**src/rtl/mac_feeder_pkg.sv**
```systemverilog
// rtl/mac_feeder_pkg.sv - shared constants, mode encodings and FSM states for mac_feeder
package mac_feeder_pkg;

  localparam int KTAPS  = 9;
  localparam int KTAP_W = 4;

  localparam logic CONV1x1 = 1'b0;
  localparam logic CONV3x3 = 1'b1;

  typedef enum logic [1:0] {
    IDLE  = 2'd0,
    ISSUE = 2'd1,
    DRAIN = 2'd2,
    DONE  = 2'd3
  } state_t;

  // Kernel row/column of a 3x3 tap index.
  function automatic logic [1:0] tap_ky(input logic [KTAP_W-1:0] k);
    return 2'(k / 4'd3);
  endfunction

  function automatic logic [1:0] tap_kx(input logic [KTAP_W-1:0] k);
    return 2'(k % 4'd3);
  endfunction

endpackage

```
**src/rtl/mac_feeder_agen.sv**
```systemverilog
// rtl/mac_feeder_agen.sv - tap/pixel counters, padding test and stage-0 read requests
module mac_feeder_agen
  import mac_feeder_pkg::*;
#(
  parameter int IMG_W = 16,
  parameter int IMG_H = 16,
  parameter int AW    = $clog2(IMG_W*IMG_H)
) (
  input  logic              clk,
  input  logic              rstn,
  input  logic              issue,
  input  logic              mode,
  output logic              last,
  output logic              ifm_rd_en,
  output logic [AW-1:0]     ifm_addr,
  output logic              wgt_rd_en,
  output logic [KTAP_W-1:0] wgt_addr,
  output logic              s0_vld,
  output logic              s0_pad
);

  localparam int XW  = (IMG_W > 1) ? $clog2(IMG_W) : 1;
  localparam int YW  = (IMG_H > 1) ? $clog2(IMG_H) : 1;
  // One guard bit above the range plus a sign bit for the -1 border.
  localparam int SXW = XW + 2;
  localparam int SYW = YW + 2;

  logic [KTAP_W-1:0] k;
  logic [XW-1:0]     ox;
  logic [YW-1:0]     oy;

  logic              k_last, x_last, y_last;
  logic [1:0]        ky, kx;
  logic [SYW-1:0]    iy;
  logic [SXW-1:0]    ix;
  logic              pad;
  logic [AW-1:0]     addr;

  always_comb begin
    k_last = (mode == CONV3x3) ? (k == KTAP_W'(KTAPS-1)) : 1'b1;
    x_last = (ox == XW'(IMG_W-1));
    y_last = (oy == YW'(IMG_H-1));
    last   = k_last && x_last && y_last;

    ky = tap_ky(k);
    kx = tap_kx(k);
    if (mode == CONV3x3) begin
      iy = SYW'(oy) + SYW'(ky) - SYW'(1);
      ix = SXW'(ox) + SXW'(kx) - SXW'(1);
    end else begin
      iy = SYW'(oy);
      ix = SXW'(ox);
    end

    pad  = iy[SYW-1] || ix[SXW-1] || (iy >= SYW'(IMG_H)) || (ix >= SXW'(IMG_W));
    addr = AW'(iy[SYW-2:0]) * AW'(IMG_W) + AW'(ix[SXW-2:0]);
  end

  // Tap wraps first, then column, then row; everything returns to 0 after the last tap.
  always_ff @(posedge clk or negedge rstn) begin
    if (!rstn) begin
      k  <= '0;
      ox <= '0;
      oy <= '0;
    end else if (issue) begin
      if (!k_last) begin
        k <= k + KTAP_W'(1);
      end else begin
        k <= '0;
        if (!x_last) begin
          ox <= ox + XW'(1);
        end else begin
          ox <= '0;
          oy <= y_last ? '0 : oy + YW'(1);
        end
      end
    end
  end

  always_ff @(posedge clk or negedge rstn) begin
    if (!rstn) begin
      ifm_rd_en <= 1'b0;
      ifm_addr  <= '0;
      wgt_rd_en <= 1'b0;
      wgt_addr  <= '0;
      s0_vld    <= 1'b0;
      s0_pad    <= 1'b0;
    end else begin
      ifm_rd_en <= issue && !pad;
      wgt_rd_en <= issue;
      s0_vld    <= issue;
      s0_pad    <= issue && pad;
      if (issue && !pad) ifm_addr <= addr;
      if (issue)         wgt_addr <= k;
    end
  end

endmodule

```
**src/rtl/mac_feeder.sv**
```systemverilog
// rtl/mac_feeder.sv - job FSM and beat output register feeding mac_kern from IFM/weight buffers
module mac_feeder
  import mac_feeder_pkg::*;
#(
  parameter int WI    = 8,
  parameter int N     = 16,
  parameter int IMG_W = 16,
  parameter int IMG_H = 16,
  parameter int AW    = $clog2(IMG_W*IMG_H)
) (
  input  logic              clk,
  input  logic              rstn,
  input  logic              start,
  input  logic              is_conv3x3,
  output logic              busy,
  output logic              done,
  output logic              ifm_rd_en,
  output logic [AW-1:0]     ifm_addr,
  input  logic [N*WI-1:0]   ifm_rd_data,
  output logic              wgt_rd_en,
  output logic [KTAP_W-1:0] wgt_addr,
  input  logic [N*WI-1:0]   wgt_rd_data,
  output logic              vld_o,
  output logic [N*WI-1:0]   win,
  output logic [N*WI-1:0]   din,
  output logic              conv_mode_o
);

  state_t state, state_nxt;
  logic   issue, mode_eff, last;
  logic   s0_vld, s0_pad;
  logic   d_vld, d_pad;

  // The start edge itself issues tap 0, so the mode must bypass the latch there.
  assign issue    = ((state == IDLE) && start) || (state == ISSUE);
  assign mode_eff = (state == IDLE) ? is_conv3x3 : conv_mode_o;
  assign busy     = (state == ISSUE) || (state == DRAIN);
  assign done     = (state == DONE);

  always_ff @(posedge clk or negedge rstn) begin
    if (!rstn) state <= IDLE;
    else       state <= state_nxt;
  end

  always_comb begin
    state_nxt = state;
    case (state)
      IDLE:    if (start) state_nxt = last ? DRAIN : ISSUE;
      ISSUE:   if (last)  state_nxt = DRAIN;
      // Leave once the final beat sits in the output register.
      DRAIN:   if (!s0_vld && !d_vld) state_nxt = DONE;
      DONE:    state_nxt = IDLE;
      default: state_nxt = IDLE;
    endcase
  end

  always_ff @(posedge clk or negedge rstn) begin
    if (!rstn) begin
      conv_mode_o <= CONV1x1;
    end else if ((state == IDLE) && start) begin
      conv_mode_o <= is_conv3x3;
    end else if (state == DONE) begin
      conv_mode_o <= CONV1x1;
    end
  end

  mac_feeder_agen #(
    .IMG_W (IMG_W),
    .IMG_H (IMG_H),
    .AW    (AW)
  ) u_agen (
    .clk       (clk),
    .rstn      (rstn),
    .issue     (issue),
    .mode      (mode_eff),
    .last      (last),
    .ifm_rd_en (ifm_rd_en),
    .ifm_addr  (ifm_addr),
    .wgt_rd_en (wgt_rd_en),
    .wgt_addr  (wgt_addr),
    .s0_vld    (s0_vld),
    .s0_pad    (s0_pad)
  );

  // Valid/pad ride alongside the buffer read cycle so they meet the returned data.
  always_ff @(posedge clk or negedge rstn) begin
    if (!rstn) begin
      d_vld <= 1'b0;
      d_pad <= 1'b0;
      vld_o <= 1'b0;
      win   <= '0;
      din   <= '0;
    end else begin
      d_vld <= s0_vld;
      d_pad <= s0_pad;
      vld_o <= d_vld;
      if (d_vld) begin
        win <= wgt_rd_data;
        din <= d_pad ? '0 : ifm_rd_data;
      end
    end
  end

endmodule

```
**config.mk**
```make
export PLATFORM = sky130hd
export DESIGN_NAME = mac_feeder
export DESIGN_NICKNAME = d
export VERILOG_FILES = /design/src/rtl/mac_feeder_pkg.sv /design/src/rtl/mac_feeder_agen.sv /design/src/rtl/mac_feeder.sv
export SDC_FILE = /design/constraint.sdc
export NUM_CORES = 1
export LEC_CHECK = 0
export ABC_CLOCK_PERIOD_IN_PS = 5500
export CAP_MARGIN = 20
export CORE_AREA = 2 2 209 211
export CTS_BUF_LIST = sky130_fd_sc_hd__clkbuf_4 sky130_fd_sc_hd__clkbuf_8
export DETAILED_ROUTE_END_ITERATION = 7
export DIE_AREA = 0 0 211 213
export PLACE_DENSITY = 0.55
export SYNTH_ARGS = -nofsm -noshare
export SYNTH_HDL_FRONTEND = slang
export SYNTH_SLANG_ARGS = --single-unit
export TNS_END_PERCENT = 20
```
**constraint.sdc**
```tcl
create_clock -name clk -period 5.5 [get_ports clk]
set_clock_uncertainty 0.2 [all_clocks]
set_input_delay 1.1 -clock clk [delete_from_list [all_inputs] [get_ports clk]]
set_output_delay 1.1 -clock clk [all_outputs]
set_load 0.02 [all_outputs]
```
==> impl_metrics.env, run 1 <==
export IMPL_die_w_um=211
export IMPL_finalSetupViolCount=0
export IMPL_multi_input_area_um2=4240
export IMPL_async_flop_share=1.00
export IMPL_h_tree_depth=2
export IMPL_first_global_vias=9993
export IMPL_crit_path_frequent_cell="ha_1"
export IMPL_die_h_um=213
export IMPL_synth_area_leaders="dfrtp_1, mux2_2, nand3b_1"
export IMPL_track_usage=0.174
export IMPL_crit_slowest_cell="fa_1"
export IMPL_clk_pin_slew_worst_paths_ps=60
export IMPL_critPathMaxFanout=8
export IMPL_final_nets=1868
export IMPL_critical_path_class="reg -> reg"
export IMPL_synthCells=1049
export IMPL_wl_per_cell_um=18.6
export IMPL_numClockSinks=289
export IMPL_cts_hold_buf=0
export IMPL_seq_area_um2=7240
export IMPL_die_area_um2=44900
export IMPL_yosys_top_cells_count="dfrtp_1, inv_1, o21ai_0"
export IMPL_yosysMostFrequentCell="dfrtp_1"
export IMPL_cp_depth=22
export IMPL_clk_insertion_delay_late_ps=610
export IMPL_fillers=4007
export IMPL_grt_max_degree=225
export IMPL_powerDensity_nw_per_um2=634
export IMPL_synth_seq_area_share=0.589
export IMPL_syn_num_nets=1332
export IMPL_firstDrtPassIters=6
export IMPL_hold_ws_ps=163
export IMPL_cap_violations=0
export IMPL_vias=9680
export IMPL_yosysUniqueCellTypes=43
export IMPL_overflow=0
export IMPL_ctsResizeCount=0
export IMPL_clockRootBuffer="clkbuf_8"
export IMPL_synth_top_cell_by_area="dfrtp_1"
export IMPL_ys_flop_type="dfrtp_1"
export IMPL_cp_buffers_inverters=2
export IMPL_yosysTopAreaCellShare=0.589
export IMPL_outcome="finished clean"
export IMPL_endpoint_kind="register"
export IMPL_leakagePower_nw=8.15
export IMPL_vias_per_cell=4.47
export IMPL_gp_congestion=0.804
export IMPL_cts_tree="yes"
export IMPL_coreArea_um2=42700
export IMPL_slew_headroom=0.330
export IMPL_drcViolationCount=0
export IMPL_start_kind="register"
export IMPL_fmax_ghz=0.203
export IMPL_drt_met1_wl_um=15300
export IMPL_post_cts_buffers=0
export IMPL_hold_viol=0
export IMPL_ant_nets=0
export IMPL_cpPeakStageDelay_ps=490
export IMPL_tightest_slew_ps=1010
export IMPL_syn_avg_cell_area_um2=11.7
export IMPL_clk_path_buf_depth=3
export IMPL_cp_data_required_time_ps=5800
export IMPL_area_growth_synth_to_final_pct=56.7
export IMPL_hold_depth=0
export IMPL_path_cells="nor2b_1, ha_1, inv_1, ha_1, nand2_1, xnor2_1, ha_1, a21oi_1, mux2_2, inv_1, fa_1, ha_1, nand2b_1, a21oi_1, a21oi_1, nor2_1, ha_1, nand2_1, a21oi_1, a31o_2, xor3_1, mux2_2"
export IMPL_fin_crit_sh=0.896
export IMPL_slew_violations=0
export IMPL_synth_area_um2=12300
export IMPL_start_util=0.287
export IMPL_top_layer_used="met5"
export IMPL_io_buffers=533
export IMPL_period_minus_slack_ps=4930
export IMPL_dpl_hpwl_um=28500
export IMPL_drtIter0Drc=647
export IMPL_synth_edf_count=0
export IMPL_ir_worst_vdd_uv=280
export IMPL_fin_setup_tns_ps=0
export IMPL_grt_pass1_wl_um=59900
export IMPL_reg2reg_depth=22
export IMPL_path_delay_family="adder cells"
export IMPL_cts_buffers_inserted=53
export IMPL_antenna_found_initial=4
export IMPL_num_rows=76
export IMPL_ys_seq_elements=289
export IMPL_wl_met2_um=19800
export IMPL_pin_count=534
export IMPL_rsz0062_at_grt="false"
export IMPL_drive_above_1_share=0.148
export IMPL_met3WireLength_um=3920
export IMPL_routed_wl_um=40200
export IMPL_hp_class="reg -> reg"
export IMPL_worst_ep_arrival_time_ps=5230
export IMPL_ys_warn_count=0
export IMPL_utilization=0.450
export IMPL_power_mw=12.2
metal layers:
metal | GRT usage | up-vias
met5 | 0 | -
met4 | 0.0595 | 2
met3 | 0.0752 | 67
met2 | 0.298 | 353
met1 | 0.193 | 4673
li1 | - | 4585
final timing paths:
kind,startpoint,to,slack (ps)
setup reg to reg,u_agen.k[2],u_agen.ifm_addr[7],570
setup / recovery,u_agen.k[2],u_agen.ifm_addr[7],570
max in group asynchronous,rstn,win[65],3600
hold reg to reg,u_agen.s0_pad,d_pad,160
hold / removal,u_agen.s0_pad,d_pad,160
min in group asynchronous,rstn,win[3],340
stage by stage:
step	cell area, um^2	instances	setup slack [ps]
6_report	19200	2166	572
5_1_grt	19200	2165	140
4_1_cts	19200	2163	575
3_5_place_dp	18200	2076	587
3_3_place_gp	18200	2076	691
2_1_floorplan	12300	1049	1010
cell type report:
type                            instances  area share
Sequential cell                       289       0.377
Inverter                              148      0.0289
Multi-Input combinational cell        552       0.220
Antenna cell                            3    0.000391
Clock inverter                          3     0.00104
Clock buffer                           84      0.0543
Timing Repair Buffer                  541       0.283
Tap cell                              546      0.0355
report_power, final:
| group | switching [mW] | internal [mW] | leakage (nW) |
|---|---|---|---|
| combinational | 3.26 | 3.04 | 4.10 |
| sequential | 0.626 | 3.17 | 3.49 |
| clock | 0.903 | 1.19 | 0.562 |
| total | 4.79 | 7.40 | 8.15 |
cells in the final DEF (no fill, tap or decap), types with 9 or more instances in the layout:
cell type        count
a21oi_1             17
nand3b_1           132
mux2_2             137
dfrtp_1            287
inv_1              147
clkbuf_4            18
xnor2_1              9
ha_1                21
o21ai_0            147
nand2_1             27
nor2_1              12
clkbuf_8            66
clkdlybuf4s50_1    532
sequential cells by signal, indices dropped and copies added (netlist names):
| name | count |
|---|---|
| din | 128 |
| win | 128 |
| u_agen.ifm_addr | 8 |
| u_agen.k | 4 |
| u_agen.ox | 4 |
| u_agen.oy | 4 |
| u_agen.wgt_addr | 4 |
| state | 2 |
| conv_mode_o | 1 |
| d_pad | 1 |
| d_vld | 1 |
| u_agen.ifm_rd_en | 1 |
| u_agen.s0_pad | 1 |
| u_agen.wgt_rd_en | 1 |
| vld_o | 1 |
logic make-up (layout without fill, tap and decap cells):
group,after synthesis,in the layout,synth area share
flops,289,289,0.589
buf+inv,208,776,0.0652
simple gates,198,198,0.106
compound gates,181,181,0.0777
mux,139,139,0.128
fa+ha+maj,23,23,0.0247
xor+xnor,11,11,0.00908
other cells,0,3,0
worst register-to-register path: stages (launching register included):
cell and delay, ps:
dfrtp_1 440, nor2b_1 180, ha_1 180, inv_1 50
ha_1 170, nand2_1 140, xnor2_1 170, ha_1 180
a21oi_1 250, mux2_2 410, inv_1 80, fa_1 490
ha_1 300, nand2b_1 180, a21oi_1 140, a21oi_1 50
nor2_1 110, ha_1 210, nand2_1 70, a21oi_1 140
a31o_2 130, xor3_1 280, mux2_2 260
Power figures use the tool's default switching activity.
==> run 2: changes to the inputs <==
--- a/config.mk
+++ b/config.mk
@@ -5,12 +5,13 @@
 export SDC_FILE = /design/constraint.sdc
 export NUM_CORES = 1
 export LEC_CHECK = 0
+export ABC_AREA = 1
 export ABC_CLOCK_PERIOD_IN_PS = 5500
 export CAP_MARGIN = 20
-export CORE_AREA = 2 2 209 211
+export CORE_AREA = 2 2 208 210
 export CTS_BUF_LIST = sky130_fd_sc_hd__clkbuf_4 sky130_fd_sc_hd__clkbuf_8
 export DETAILED_ROUTE_END_ITERATION = 7
-export DIE_AREA = 0 0 211 213
+export DIE_AREA = 0 0 210 212
 export PLACE_DENSITY = 0.55
 export SYNTH_ARGS = -nofsm -noshare
 export SYNTH_HDL_FRONTEND = slang
==> run 2 against run 1 <==
  * Non-clock buffer count fell by 2
  * Sequential cell count did not move
  * Synthesized area fell by 2.8%
  * Combinational power fell by 8.2%
  * Core utilization fell by 0.75 points
  * Wire length rose by 1.5%
  * Final cell count rose by 14%
  * Synthesized cell count rose by 29%
  * Sequential power barely moved
  * Clock-buffer cell count fell by 4
  * Largest cell class unchanged
  * Highest routed layer is now met4
==> impl_metrics.env, run 2 <==
export IMPL_grt_pass1_wl_um=62100
export IMPL_path_delay_family="adder cells"
export IMPL_hold_viol=0
export IMPL_crit_path_frequent_cell="ha_1"
export IMPL_hold_depth=0
export IMPL_rr_endpoint="u_agen.ifm_addr[6]"
export IMPL_placed_area_um2=17800
export IMPL_synth_area_um2=11900
export IMPL_dpl_hpwl_um=29200
export IMPL_rsz0062_at_grt="false"
export IMPL_first_global_vias=10500
export IMPL_ir_worst_vdd_uv=381
export IMPL_hp_class="reg -> reg"
export IMPL_fmax_ghz=0.236
export IMPL_syn_avg_cell_area_um2=8.78
export IMPL_routed_wl_um=40800
export IMPL_async_flop_share=1.00
export IMPL_endpoint_kind="register"
export IMPL_post_cts_buffers=0
export IMPL_cap_violations=0
export IMPL_outcome="finished clean"
export IMPL_die_w_um=210
export IMPL_final_cell_mix="nand2_1, clkdlybuf4s50_1, dfrtp_1"
export IMPL_hold_start="u_agen.s0_pad"
export IMPL_grt_max_degree=175
export IMPL_drive_above_1_share=0.0687
export IMPL_wl_per_cell_um=16.5
export IMPL_yosysMostFrequentCell="nand2_1"
export IMPL_clk_path_buf_depth=3
export IMPL_worst_ep_arrival_time_ps=4520
export IMPL_slew_violations=0
export IMPL_critPathMaxFanout=5
export IMPL_drcViolationCount=0
export IMPL_track_usage=0.179
export IMPL_cp_data_required_time_ps=5780
export IMPL_critical_path_class="reg -> reg"
export IMPL_die_h_um=212
export IMPL_synthCells=1357
export IMPL_power_mw=11.7
export IMPL_clockRootBuffer="clkbuf_8"
export IMPL_crit_slowest_cell="fa_1"
export IMPL_clk_pin_slew_worst_paths_ps=60
export IMPL_synth_area_leaders="dfrtp_1, nand2_1, o21ai_0"
export IMPL_cp_buffers_inverters=6
export IMPL_powerDensity_nw_per_um2=619
export IMPL_final_nets=2173
export IMPL_ant_nets=0
export IMPL_startpoint="u_agen.k[2]"
export IMPL_top_regs="din (128), win (128), u_agen.ifm_addr (8)"
export IMPL_synth_top_cell_by_area="dfrtp_1"
export IMPL_clk_insertion_delay_late_ps=600
export IMPL_ff2ff_setup_slack_ps=1270
export IMPL_r2r_start="u_agen.k[2]"
export IMPL_antenna_found_initial=0
export IMPL_yosysTopAreaCellShare=0.607
export IMPL_ys_flop_type="dfrtp_1"
export IMPL_leakagePower_nw=9.22
export IMPL_start_util=0.280
export IMPL_h_tree_depth=2
export IMPL_fin_crit_sh=0.770
export IMPL_io_buffers=533
export IMPL_syn_num_nets=1640
export IMPL_period_minus_slack_ps=4230
export IMPL_ys_warn_count=0
export IMPL_cts_tree="yes"
export IMPL_fillers=4174
export IMPL_start_kind="register"
export IMPL_multi_input_area_um2=3760
export IMPL_yosysUniqueCellTypes=31
export IMPL_num_rows=76
export IMPL_coreArea_um2=42500
export IMPL_synth_seq_area_share=0.607
export IMPL_tightest_slew_ps=1120
export IMPL_yosys_top_cells_count="nand2_1, dfrtp_1, inv_1"
export IMPL_layout_commonest_cell="nand2_1"
export IMPL_hold_ws_ps=154
export IMPL_area_growth_synth_to_final_pct=57.9
export IMPL_finalSetupViolCount=0
export IMPL_reg2reg_depth=25
export IMPL_diodes=0
export IMPL_ctsResizeCount=0
export IMPL_ys_seq_elements=289
export IMPL_pre_cts_slack_ps=1280
export IMPL_drtIter0Drc=618
export IMPL_die_area_um2=44500
export IMPL_cts_hold_buf=0
export IMPL_seq_area_um2=7240
export IMPL_numClockSinks=289
export IMPL_gp_congestion=0.816
export IMPL_min_to="d_pad"
export IMPL_overflow=0
export IMPL_pin_count=534
export IMPL_setup_slack_ps=1270
export IMPL_synth_edf_count=0
export IMPL_firstDrtPassIters=4
export IMPL_cts_buffers_inserted=52
export IMPL_design_area_um2=18800
export IMPL_vias_per_cell=4.29
export IMPL_cpPeakStageDelay_ps=510
export IMPL_vias=10600
export IMPL_slew_headroom=0.252
export IMPL_cp_depth=25
export IMPL_fin_setup_tns_ps=0
## run 2: changes by cell type after synthesis, sizes merged, moves of 6 or more
cell | before | now
a21oi | 17 | 8
buf | 16 | 6
clkbuf | 44 | 54
inv | 147 | 179
mux2 | 138 | 0
nand2 | 27 | 579
nand3 | 6 | 28
nand3b | 132 | 0
o21ai | 148 | 159
xnor2 | 9 | 0
xor2 | 1 | 7
## run 2: power breakdown
group / internal, mW / switching, mW
sequential: 3.15 / 0.642
combinational: 2.46 / 3.33
clock: 1.18 / 0.893
## run 2: cell type report
cell class                      count  area share
Inverter                          179      0.0361
Tap cell                          546      0.0363
Clock buffer                       80      0.0525
Sequential cell                   289       0.385
Multi-Input combinational cell    829       0.200
Clock inverter                      5     0.00299
Timing Repair Buffer              539       0.288
## run 2: stage by stage
| stage | instances | utilization |
|---|---|---|
| finish | 2467 | 0.443 |
| global route | 2467 | 0.443 |
| CTS | 2467 | 0.443 |
| detailed placement | 2382 | 0.418 |
| global placement | 2382 | 0.418 |
| floorplan | 1357 | - |
## run 2: worst max path at each step
stage,to,slack [ps]
2_1_floorplan,u_agen.ifm_addr[6],1570
3_3_place_gp,u_agen.ifm_addr[7],1340
3_5_place_dp,u_agen.ifm_addr[6],1280
4_1_cts,u_agen.ifm_addr[6],1250
5_1_grt,u_agen.ifm_addr[7],860
6_report,u_agen.ifm_addr[6],1270
## run 2: cell families (layout without fill, tap and decap cells)
| group | Yosys count | in the layout | share of synthesized area |
|---|---|---|---|
| buffers and inverters | 239 | 803 | 0.0776 |
| flip-flops | 289 | 289 | 0.607 |
| AND/OR/NAND/NOR | 629 | 629 | 0.210 |
| XOR/XNOR | 7 | 7 | 0.00514 |
| AO/OA/AOI/OAI | 170 | 170 | 0.0751 |
| adder cells (fa/ha/maj) | 23 | 23 | 0.0254 |
## run 2: routing by layer
layer / vias up / GRT usage / part of all wire
met2: 355 / 0.305 / 0.49
met4: 0 / 0.0416 / 0.014
met3: 45 / 0.0682 / 0.089
li1: 5187 / - / -
met1: 4993 / 0.215 / 0.41
met5: - / 0 / 0
